### config.mk
export PLATFORM = sky130hd
export DESIGN_NAME = seq_detector_param
export DESIGN_NICKNAME = d
export VERILOG_FILES = /design/src/rtl/seq_detector_param_pkg.sv /design/src/rtl/seq_detector_param_sat_counter.sv /design/src/rtl/seq_detector_param.sv
export SDC_FILE = /design/constraint.sdc
export NUM_CORES = 1
export LEC_CHECK = 0
export BUFFER_PORTS_ARGS = -buffer_cell sky130_fd_sc_hd__buf_2
export CAP_MARGIN = 20
export CELL_PAD_IN_SITES_DETAIL_PLACEMENT = 1
export CELL_PAD_IN_SITES_GLOBAL_PLACEMENT = 2
export CORE_ASPECT_RATIO = 1.2
export CORE_MARGIN = 3
export CORE_UTILIZATION = 37
export CTS_CLUSTER_DIAMETER = 50
export DETAILED_ROUTE_END_ITERATION = 10
export PLACE_DENSITY_LB_ADDON = 0.1
export SYNTH_ARGS = -nofsm -noshare
export SYNTH_HDL_FRONTEND = slang
export SYNTH_SLANG_ARGS = --single-unit
### constraint.sdc
create_clock -name clk -period 4.2 [get_ports clk]
set_input_delay 0.21 -clock clk [delete_from_list [all_inputs] [get_ports clk]]
set_output_delay 0.21 -clock clk [all_outputs]
set_load 0.02 [all_outputs]
### src/rtl/seq_detector_param_pkg.sv
// seq_det_pkg: shared defaults, overlap-mode encoding and mask helper for seq_detector_param
package seq_det_pkg;
  localparam int DEFAULT_LEN = 5;
  localparam logic [7:0] DEFAULT_PAT = 8'b0001_0010;
  localparam logic OVL_ON = 1'b1;
  localparam logic OVL_OFF = 1'b0;
  localparam int MASK_W = 32;
  function automatic logic [MASK_W-1:0] len_mask(input logic [5:0] len);
    logic [MASK_W:0] m;
    m = ({{MASK_W{1'b0}}, 1'b1} << len) - {{MASK_W{1'b0}}, 1'b1};
    return m[MASK_W-1:0];
  endfunction
endpackage

### src/rtl/seq_detector_param_sat_counter.sv
// sat_counter: saturating up-counter with synchronous clear that wins over increment
module sat_counter #(
  parameter int W = 8
) (
  input  logic         clk,
  input  logic         rst,
  input  logic         clr,
  input  logic         inc,
  output logic [W-1:0] q
);
  always_ff @(posedge clk or negedge rst) begin
    if (!rst) q <= '0;
    else if (clr) q <= '0;
    else if (inc && q != '1) q <= q + 1'b1;
  end
endmodule

### src/rtl/seq_detector_param.sv
// seq_detector_param: run-time programmable serial pattern detector with Mealy match and saturating counter
module seq_detector_param #(
  parameter int MAX_LEN = 8,
  parameter int CNT_W = 8,
  parameter int DEFAULT_LEN = seq_det_pkg::DEFAULT_LEN,
  parameter logic [MAX_LEN-1:0] DEFAULT_PAT = MAX_LEN'(seq_det_pkg::DEFAULT_PAT),
  localparam int LW = $clog2(MAX_LEN + 1)
) (
  input  logic               clk,
  input  logic               rst,
  input  logic               en,
  input  logic               x,
  input  logic               cfg_load,
  input  logic [MAX_LEN-1:0] cfg_pattern,
  input  logic [LW-1:0]      cfg_len,
  input  logic               cfg_overlap,
  input  logic               cnt_clr,
  output logic               z,
  output logic               z_q,
  output logic [CNT_W-1:0]   match_cnt,
  output logic               cfg_err
);
  import seq_det_pkg::*;
  logic [MAX_LEN-1:0] pat, hist, mask, win;
  logic [LW-1:0] len, fill;
  logic ovl, legal;
  assign mask = MAX_LEN'(len_mask(6'(len)));
  assign win = {hist[MAX_LEN-2:0], x};
  assign legal = (cfg_len != '0) && (cfg_len <= LW'(MAX_LEN));
  // fill counts bits already in hist, so the current x supplies the last one
  assign z = en & ~cfg_load & (fill >= len - 1'b1) & ((win & mask) == (pat & mask));
  always_ff @(posedge clk or negedge rst) begin
    if (!rst) begin
      pat <= DEFAULT_PAT;
      len <= LW'(DEFAULT_LEN);
      ovl <= OVL_ON;
      hist <= '0;
      fill <= '0;
      z_q <= 1'b0;
      cfg_err <= 1'b0;
    end else begin
      z_q <= z;
      cfg_err <= cfg_load & ~legal;
      if (cfg_load) begin
        hist <= '0;
        fill <= '0;
        if (legal) begin
          pat <= cfg_pattern;
          len <= cfg_len;
          ovl <= cfg_overlap;
        end
      end else if (en) begin
        hist <= win;
        fill <= (z && ovl == OVL_OFF) ? '0 : (fill == LW'(MAX_LEN)) ? fill : fill + 1'b1;
      end
    end
  end
  sat_counter #(.W(CNT_W)) u_cnt (
    .clk(clk),
    .rst(rst),
    .clr(cnt_clr),
    .inc(z),
    .q(match_cnt)
  );
endmodule

==> results of run 1 <==
worst max-delay path: cells and delay by family (launching register included):
family                     cells  cell delay (ns)
and+or+nand+nor                4             1.50
DFF                            1             0.57
adders and majority gates      2             0.60
AOI/OAI and AO/OA              1             0.09
buffers and inverters          2             0.33
flip-flops by register name, indices dropped and copies added (netlist names):
signal	count
pat	8
u_cnt.q	8
hist	7
fill	4
len	4
cfg_err	1
ovl	1
z_q	1
where the power goes:
| part | switching (W) | total (W) | internal, W |
|---|---|---|---|
| registers | 0.0000338 | 0.000396 | 0.000362 |
| logic | 0.000129 | 0.000239 | 0.000110 |
| clock network | 0.000116 | 0.000248 | 0.000132 |
area by class of cell:
type                       instances  area, µm²  area share
clock buffer                       7      86.33     0.03599
clock inverter                     1      5.005    0.002087
inverter                          10      37.54     0.01565
multi-input combinational        144       1190      0.4961
sequential                        34      857.1      0.3573
tap                               62      77.57     0.03234
timing repair buffer              29      145.1     0.06051
stage by stage:
stage                     cell area (µm²)    util
after floorplan                      2132       -
after global placement               2307  0.4239
after detailed placement             2307  0.4239
after CTS                            2399  0.4407
after global routing                 2399  0.4407
final                                2399  0.4407
kinds of logic (layout without fill, tap and decap cells):
| family | count (synthesis) | after routing | synth area share |
|---|---|---|---|
| AO/OA/AOI/OAI | 24 | 24 | 0.09156 |
| buffers and inverters | 19 | 47 | 0.03991 |
| multiplexers | 28 | 28 | 0.1426 |
| adder cells (fa/ha/maj) | 13 | 13 | 0.07629 |
| AND/OR/NAND/NOR | 65 | 65 | 0.1901 |
| flip-flops | 34 | 34 | 0.4020 |
| XOR/XNOR | 14 | 14 | 0.05751 |
Yosys cell counts (2+ instances only):
cell / n
xnor2_1: 10
nor2_1: 19
a21oi_1: 3
nand4_1: 5
dfstp_2: 5
inv_1: 10
a2111oi_0: 2
mux2_2: 12
a211o_1: 2
dfrtp_1: 29
xor2_1: 4
a211oi_1: 4
mux2i_1: 9
clkbuf_1: 6
nand2_1: 6
and2b_2: 5
nand2b_1: 3
ha_1: 13
mux2_1: 7
nor3_1: 3
nor4_1: 7
per-layer routing:
metal  track usage  vias to the layer above  share of wire
li1              -                      763              -
met1        0.2075                      788           0.45
met2        0.2553                       21           0.51
met3       0.02700                        6          0.027
met4       0.05246                        0          0.016
met5             0                        -              0
path summary, 6_finish.rpt:
path	slack [ns]	start	cells after the start	end
worst max-delay path	0.62	len[0]	9	z
worst min-delay path	-0.001	rst	1	pat[7]
worst min register to register	0.54	pat[0]	1	pat[0]
max in group asynchronous	3.71	rst	1	z_q
min in group clk	0.13	cfg_len[2]	2	len[3]
worst max register to register	0.85	len[0]	9	u_cnt.q[4]
==> summary.txt, run 1 <==
Status
  • Outcome: complete, but fails checks
  • Failing checks: negative hold slack

Floorplan
  • I/O pin count: 30
  • Die height: between 80 and 90 µm
  • Core area: about 5400 µm²
  • Die area: 6713 µm²
  • Initial Util: 0.3917
  • Site Rows: 29
  • Die X-Extent: 75.30 µm

Run
  • Max Cap Viol: 0

Routing
  • DR vias: 1578
  • DRC Markers: 0
  • Routed len/inst: approximately 16 µm
  • Final wirelength: ~4700 µm
  • TritonRoute pass-1 iters: 4
  • Post-DRT Antenna Nets: 0
  • Number of vias per cell: about 5.5
  • First DRT Iteration DRCs: 74

STA
  • RSZ-0062 raised after global routing: no
  • Final hold viol count: 2
  • Final Cycle Share: 0.8531
  • Max-slew headroom: 0.4880
  • Final setup vio count: 0
  • Setup_tns: 0 ns
  • Worst Hold Slack: -0.0009797 ns
  • Worst Skew: 0.002984 ns
  • F_max: 279.1 MHz
  • Min cycle time layout: about 3.6 ns
  • Post-route setup slack: 0.6170 ns
  • Worst slew pin tran: ~0.77 ns
  • Max-slew violation count: 0

Layout
  • Area Growth Syn to Fin: 12.50%
  • Ratio of cells with drive above 1 in the final layout: 0.3156
  • Nets: around 260
  • Non-Filler Instances: 287
  • Antenna diodes: 0
  • Filler instances: approximately 610
  • Most frequent cells in the layout: dfrtp_1, buf_2, nor2_1

Yosys
  • Yosys cell types: 54
  • Cell area after synthesis: 2132 µm²
  • Post-synth top area cell: dfrtp_1
  • Yosys top cell area share: 0.3404
  • Part of the Yosys area used for sequential elements: 0.4020
  • Post-synth ARST share: 1.000
  • Number of synthesized register bits: 34
  • Mapped Avg Cell Area: approximately 11 µm²
  • Yosys warns: 0
  • Post-synth EDFFs: 0
  • Post-synthesis cell count: between 150 and 200
  • Syn Nets: roughly 230
  • Top post-synthesis cells by area: dfrtp_1, ha_1, mux2_2
  • Top_reg_cell synth: dfrtp_1

Placement
  • IO buf count: 29
  • Placement Setup Slack: about 0.82 ns
  • Post-DP HPWL: roughly 3600 µm
  • Routability cong.: 0.8017
  • Inst Count DP: 279

Critical path
  • Crit-path cells: inv_1 > ha_1 > or3b_1 > ha_1 > nor4bb_1 > a2111oi_1 > or4_4 > nor3_2 > buf_2
  • CP max-delay cell: or4_4
  • CP max FO: 9
  • Critical path's largest stage delay: between 0.6 and 0.7 ns
  • Worst EP arrival: approximately 3.4 ns
  • Setup crit start kind: flip-flop
  • Crit path top cell by count: ha_1
  • WS Path Type: reg -> out
  • CP Capture Type: output port
  • Worst Path Required: around 4.0 ns

Clocking
  • CTS Root Cell: clkbuf_8
  • Post-CTS Hold Fix Bufs: 0
  • CTS tree: built
  • Cts bufs inserted: 5
  • CTS Sinks: 34
  • Post_cts resized: 0
  • Clock buffer depth: 2
  • CTS clk-pin slew, worst paths: approximately 0.07 ns
  • H-tree levels: 2
  • Worst skew pair latency: 0.28 ns
  • Post-CTS setup buffer count: 0

Global route
  • Initial antenna violation count: 0
  • Largest net degree at the start of global routing: 35
  • Vias in the first global route: roughly 1600
  • All-Layer GR Usage: 0.1562
  • Global-route wire length before repair: around 7900 µm
  • Grt total ovfl: 0

Power
  • P_leak: about 1.1 nW
  • Pwr/cell area: about 370 nW/µm²
  • Worst vdd ir: approximately 140 µV
  • Power Total: 0.0008828 W

Hold path
  • Worst hold path class: in -> async
Power figures use the tool's default switching activity.
==> run 2, diff against run 1 <==
- CORE_UTILIZATION: 37 -> 40
- GPL_ROUTABILITY_DRIVEN: unset -> 0
- clock period: 4.2 -> 4.62 ns (I/O delays scaled with it)
==> run 2 against run 1 <==
Compared with the run above:
- the flow now finishes without violations
- register-to-register slack better by 0.40 ns
- cell count is 0.70% lower
- via count decreased by 0.25%
- worst setup slack improved by 0.41 ns
- first-iteration DRC count shrank 6.8%
==> summary.txt, run 2 (synthesis gave the netlist of run 1 again) <==
Critical path
  • Crit path top cell by count: ha_1
  • CP max FO: 9 (unchanged)
  • CP max-delay cell: or4_4
  • Crit-path cells: inv_1 > ha_1 > or3b_1 > ha_1 > nor4bb_1 > a2111oi_1 > or4_4 > nor3_2 > buf_2
  • Buf/Inv on CP: 2 (unchanged)
  • Setup crit end: z
  • WS Path Type: reg -> out
  • FF-to-FF path depth: 9 (unchanged)
  • Critical path's largest stage delay: 0.63 ns (about the same)
  • Worst Path Required: 4.39 ns (+0.40 ns)
  • FF-to-FF setup slack: 1.25 ns (+0.40 ns)
  • WP depth: 9 (unchanged)
  • Critical Path Source: len[0]
  • Critical R2R Launch: len[0]
  • CP Capture Type: output port
  • Setup crit start kind: flip-flop
  • Worst EP arrival: 3.36 ns (about the same)
  • Top cell family by delay on the critical path: simple AND/OR/NAND/NOR gates
  • RR Endpoint: u_cnt.q[6]

Routing
  • DRC Markers: 0 (unchanged)
  • TritonRoute pass-1 iters: 4 (unchanged)
  • Number of vias per cell: 5.523 (+0.45%)
  • Routed len/inst: 16.75 µm (+2.7%)
  • Post-DRT Antenna Nets: 0 (unchanged)
  • Final wirelength: 4773 µm (+2.0%)
  • DR vias: 1574 (-0.25%)
  • First DRT Iteration DRCs: 69 (-6.8%)

STA
  • Worst slew pin tran: 0.7885 ns (+0.02050 ns)
  • Worst Hold Slack: 0.02579 ns (+0.02677 ns)
  • Min cycle time layout: between 3 and 4 ns
  • Worst Skew: 0.005462 ns (+0.002478 ns)
  • Max-slew headroom: 0.4744 (-0.01367)
  • F_max: 278.7 MHz
  • Final hold viol count: 0 (-2)
  • Final setup vio count: 0 (unchanged)
  • Final Cycle Share: 0.7768
  • Max-slew violation count: 0 (unchanged)
  • Setup_tns: 0 ns (unchanged)
  • RSZ-0062 raised after global routing: no

Layout
  • Multi-input logic area: 1190 µm² (unchanged)
  • Filler instances: 585 (-3.9%)
  • Register area: 857.1 µm² (unchanged)
  • Ratio of cells with drive above 1 in the final layout: 0.3200 (+0.004444)
  • Design Area, Final: 2400 µm² (about the same)
  • Largest regs: pat: 8 flops, u_cnt.q: 8 flops, hist: 7 flops
  • Area Growth Syn to Fin: 12.56% (about the same)
  • Most frequent cells in the layout: dfrtp_1, buf_2, nor2_1
  • Nets: 256 (unchanged)
  • Antenna diodes: 0 (unchanged)

Global route
  • Grt total ovfl: 0 (unchanged)
  • Largest net degree at the start of global routing: 35 (unchanged)
  • All-Layer GR Usage: 0.1716 (+0.01541)
  • Vias in the first global route: 1695 (+5.8%)
  • Initial antenna violation count: 0 (unchanged)
  • Global-route wire length before repair: 8445 µm (+6.3%)

Floorplan
  • I/O pin count: 30 (unchanged)
  • Die area: 6246 µm² (-7.0%)
  • Initial Util: 0.4226 (+0.03089)
  • Die X-Extent: 72.65 µm (-3.5%)
  • Core area: 5045 µm² (-7.3%)
  • Die height: 85.98 µm (-3.6%)
  • Site Rows: 28 (-3.4%)

Placement
  • IO buf count: 29 (unchanged)
  • Post-DP HPWL: 3614 µm (+1.2%)
  • Placed cell area: 2305 µm² (-0.11%)

Clocking
  • Post-CTS Hold Fix Bufs: 0 (unchanged)
  • Cts bufs inserted: 5 (unchanged)
  • Post_cts resized: 0 (unchanged)
  • CTS tree: built
  • CTS Root Cell: clkbuf_8
  • Worst skew pair latency: 0.29 ns (about the same)
  • CTS clk-pin slew, worst paths: 0.07 ns (about the same)
  • Clock buffer depth: 2 (unchanged)
  • H-tree levels: 2 (unchanged)
  • CTS Sinks: 34 (unchanged)
  • Post-CTS setup buffer count: 0 (unchanged)

Status
  • Outcome: finished, final reports clean

Hold path
  • Worst hold path class: in -> async

Power
  • P_leak: 1.134 nW (about the same)
  • Power Total: 0.0008148 W (-7.7%)
  • Worst vdd ir: 135.3 µV (-4.6%)
  • Pwr/cell area: 339.5 nW/µm² (-7.7%)

Run
  • Max Cap Viol: 0 (unchanged)
-- run 2: metal layers --
| layer | global-route usage | vias up | routed length, µm |
|---|---|---|---|
| met1 | 0.2221 | 780 | 2157 |
| li1 | - | 763 | - |
| met5 | 0 | - | 0 |
| met3 | 0.02814 | 8 | 129 |
| met2 | 0.2890 | 23 | 2410 |
| met4 | 0.05537 | 0 | 76 |
-- run 2: how the worst min path moves through the flow --
stage,to,cells after the start,from
finish,cfg_err,1,rst
global route,z_q,1,rst
CTS,len[1],1,rst
detailed placement,len[1],1,rst
global placement,len[1],1,rst
floorplan,cfg_err,0,rst
-- run 2: cell type report --
| class | instances | area share |
|---|---|---|
| clock inverter | 2 | 0.005214 |
| sequential | 34 | 0.3571 |
| tap | 60 | 0.03128 |
| multi-input combinational | 144 | 0.4958 |
| clock buffer | 6 | 0.03441 |
| timing repair buffer | 29 | 0.06048 |
| inverter | 10 | 0.01564 |
-- run 2: per-stage QoR --
| step | instances | setup slack, ns | util |
|---|---|---|---|
| final | 285 | 1.031 | 0.4757 |
| after global routing | 285 | 0.7563 | 0.4757 |
| after CTS | 285 | 0.9957 | 0.4757 |
| after detailed placement | 277 | 1.247 | 0.4568 |
| after global placement | 277 | 1.430 | 0.4568 |
| after floorplan | 197 | 1.453 | - |
-- run 2: power by group --
group / leakage [nW] / switching, W / total, W / internal [W]
sequential: 0.437 / 0.0000303 / 0.000359 / 0.000329
clock: 0.0472 / 0.000113 / 0.000233 / 0.000120
combinational: 0.649 / 0.000122 / 0.000223 / 0.000100
==> run 3, diff against run 2 <==
- CORE_UTILIZATION: 40 -> 33
- clock period: 4.62 -> 3.14 ns (I/O delays scaled with it)
==> run 3 against run 2 <==
Compared with the run above:
- sequential power increased by 44%
- clock skew fell by 0.00091 ns
- worst setup slack worse by 0.94 ns
- utilization shrank 5.6 points
- clock power grew 73%
- critical path type unchanged
- total power is 65% higher
- via count grew 2.8%
- highest routed layer unchanged
- first-iteration DRC count fell by 35%
- sequential cell count did not move
==> summary.txt, run 3 (synthesis gave the netlist of run 1 again) <==
Layout
  • Largest regs: pat: 8 flops, u_cnt.q: 8 flops, hist: 7 flops
  • Area Growth Syn to Fin: 21.30%
  • Leading cell type in the layout, fill and taps excluded: dfrtp_1
  • Antenna diodes: 0 (unchanged)
  • Ratio of cells with drive above 1 in the final layout: 0.3771 (+0.05712)
  • Nets: 267 (+4.3%)
  • Most frequent cells in the layout: dfrtp_1, buf_2, nor2_1
  • Design Area, Final: 2586 µm² (+7.8%)

Floorplan
  • Initial Util: 0.3457 (-0.07691)
  • I/O pin count: 30 (unchanged)
  • Die X-Extent: 79.38 µm (+9.3%)
  • Site Rows: 31 (+11%)
  • Die area: 7465 µm² (+20%)
  • Core area: 6167 µm² (+22%)
  • Die height: 94.05 µm (+9.4%)

Global route
  • Initial antenna violation count: 0 (unchanged)
  • Largest net degree at the start of global routing: 35 (unchanged)
  • Global-route wire length before repair: 8618 µm (+2.0%)
  • All-Layer GR Usage: 0.1479 (-0.02370)
  • Grt total ovfl: 0 (unchanged)
  • Vias in the first global route: 1677 (-1.1%)

Critical path
  • RR Endpoint: u_cnt.q[0]
  • WS Path Type: reg -> out
  • CP Capture Type: output port
  • Worst EP arrival: 2.89 ns (-0.47 ns)
  • Critical R2R Launch: len[0]
  • Setup crit end: z
  • Critical Path Source: len[0]
  • FF-to-FF setup slack: 0.11 ns (-1.14 ns)
  • CP max FO: 8 (-1)
  • FF-to-FF path depth: 11 (+2)
  • Setup crit start kind: flip-flop
  • Worst Path Required: 2.98 ns (-1.41 ns)

STA
  • Worst Skew: 0.004557 ns (-0.0009054 ns)
  • F_max: about 330 MHz
  • Worst slew pin tran: 0.7924 ns (+0.003925 ns)
  • Max-slew violation count: 0 (unchanged)
  • Final Cycle Share: 0.9717
  • Worst Hold Slack: 0.07559 ns (+0.04980 ns)
  • Final setup vio count: 0 (unchanged)
  • Final hold viol count: 0 (unchanged)
  • Setup_tns: 0 ns (unchanged)
  • RSZ-0062 raised after global routing: yes
  • Min cycle time layout: between 3 and 4 ns
  • Max-slew headroom: 0.4717 (-0.002617)

Clocking
  • CTS Root Cell: clkbuf_8
  • Cts bufs inserted: 5 (unchanged)
  • CTS Sinks: 34 (unchanged)
  • CTS clk-pin slew, worst paths: 0.07 ns (about the same)
  • Worst skew pair latency: 0.29 ns (about the same)
  • Clock buffer depth: 2 (unchanged)
  • H-tree levels: 2 (unchanged)
  • CTS tree: built

Power
  • Gate power share: 0.315 (+0.042)
  • Worst vdd ir: 206.3 µV (+52%)
  • Internal power: 0.0009207 W (+68%)
  • Switching share of power: 0.3146 (-0.01120)
  • NetSw: 0.0004225 W (+59%)
  • Power Total: 0.001343 W (+65%)
  • P_leak: 1.205 nW (+6.3%)
  • Reg power frac: 0.386 (-0.055)
  • Pwr/cell area: 519.4 nW/µm² (+53%)
  • Clock Power Share: 0.299 (+0.013)

Run
  • Max Cap Viol: 0 (unchanged)

Routing
  • Number of vias per cell: 5.088 (-7.9%)
  • DR vias: 1618 (+2.8%)
  • First DRT Iteration DRCs: 45 (-35%)
  • DRC Markers: 0 (unchanged)
  • Routed len/inst: 16.17 µm (-3.5%)
  • Final wirelength: 5141 µm (+7.7%)
  • Post-DRT Antenna Nets: 0 (unchanged)
  • TritonRoute pass-1 iters: 4 (unchanged)

Placement
  • Placed cell area: 2391 µm² (+3.7%)
  • IO buf count: 29 (unchanged)
  • Post-DP HPWL: 3862 µm (+6.9%)

Status
  • Outcome: finished, final reports clean

Hold path
  • Worst hold path class: in -> reg
run 3: area by class of cell:
| class | instances | area [µm²] |
|---|---|---|
| inverter | 10 | 37.54 |
| clock buffer | 5 | 68.82 |
| multi-input combinational | 144 | 1247 |
| timing repair buffer | 40 | 232.7 |
| fill | 695 | 3581 |
| sequential | 34 | 857.1 |
| clock inverter | 3 | 40.04 |
| tap | 82 | 102.6 |
run 3: worst min path at each step:
| stage | slack [ns] | endpoint | depth (start not counted) | from |
|---|---|---|---|---|
| detailed placement | 0.29 | pat[2] | 1 | rst |
| floorplan | -0.14 | cfg_err | 0 | rst |
| global route | 0.09 | pat[5] | 2 | cfg_pattern[5] |
| global placement | 0.27 | pat[2] | 1 | rst |
| CTS | 0.07 | len[3] | 2 | cfg_len[2] |
| finish | 0.08 | len[3] | 2 | cfg_len[2] |
run 3: what timing repair did:
item / 4_1_cts / 5_1_grt
hold endpoints to repair: 29 / 0
pin swaps: 4 / 2
resized for setup: 9 / 2
hold buffers: 1 / 0
endpoints found under the setup margin: 4 / 7
setup buffers: 3 / 0
run 3: power by group through the flow:
| stage | logic [W] | clock network (W) | registers (W) |
|---|---|---|---|
| 5_1_grt | 0.000467 | 0.000436 | 0.000525 |
| 3_3_place_gp | 0.000365 | 0 | 0.000525 |
| 3_5_place_dp | 0.000372 | 0 | 0.000527 |
| 6_report | 0.000423 | 0.000402 | 0.000518 |
| 4_1_cts | 0.000424 | 0.000417 | 0.000519 |
| 2_1_floorplan | 0.000263 | 0 | 0.000518 |
run 3: stage by stage:
| stage | util | setup slack, ns | instances |
|---|---|---|---|
| global placement | 0.3877 | 0.02145 | 306 |
| global route | 0.4194 | -0.05269 | 318 |
| finish | 0.4194 | 0.08871 | 318 |
| detailed placement | 0.3877 | -0.07915 | 306 |
| floorplan | - | 0.05492 | 197 |
| CTS | 0.4173 | 0.002121 | 318 |
run 3: critical path, cell delays in order, from the launching register on:
cell	delay (ns)
dfstp_2	0.58
inv_2	0.07
ha_1	0.21
or3b_4	0.26
ha_4	0.15
buf_4	0.13
or4b_2	0.59
a41o_1	0.24
o221ai_4	0.14
nor3_4	0.06
buf_4	0.16
run 3: per-layer routing:
layer | GRT usage | share of wire
met1 | 0.1858 | 0.44
met2 | 0.2556 | 0.52
met3 | 0.02687 | 0.025
met4 | 0.04585 | 0.011
met5 | 0 | 0
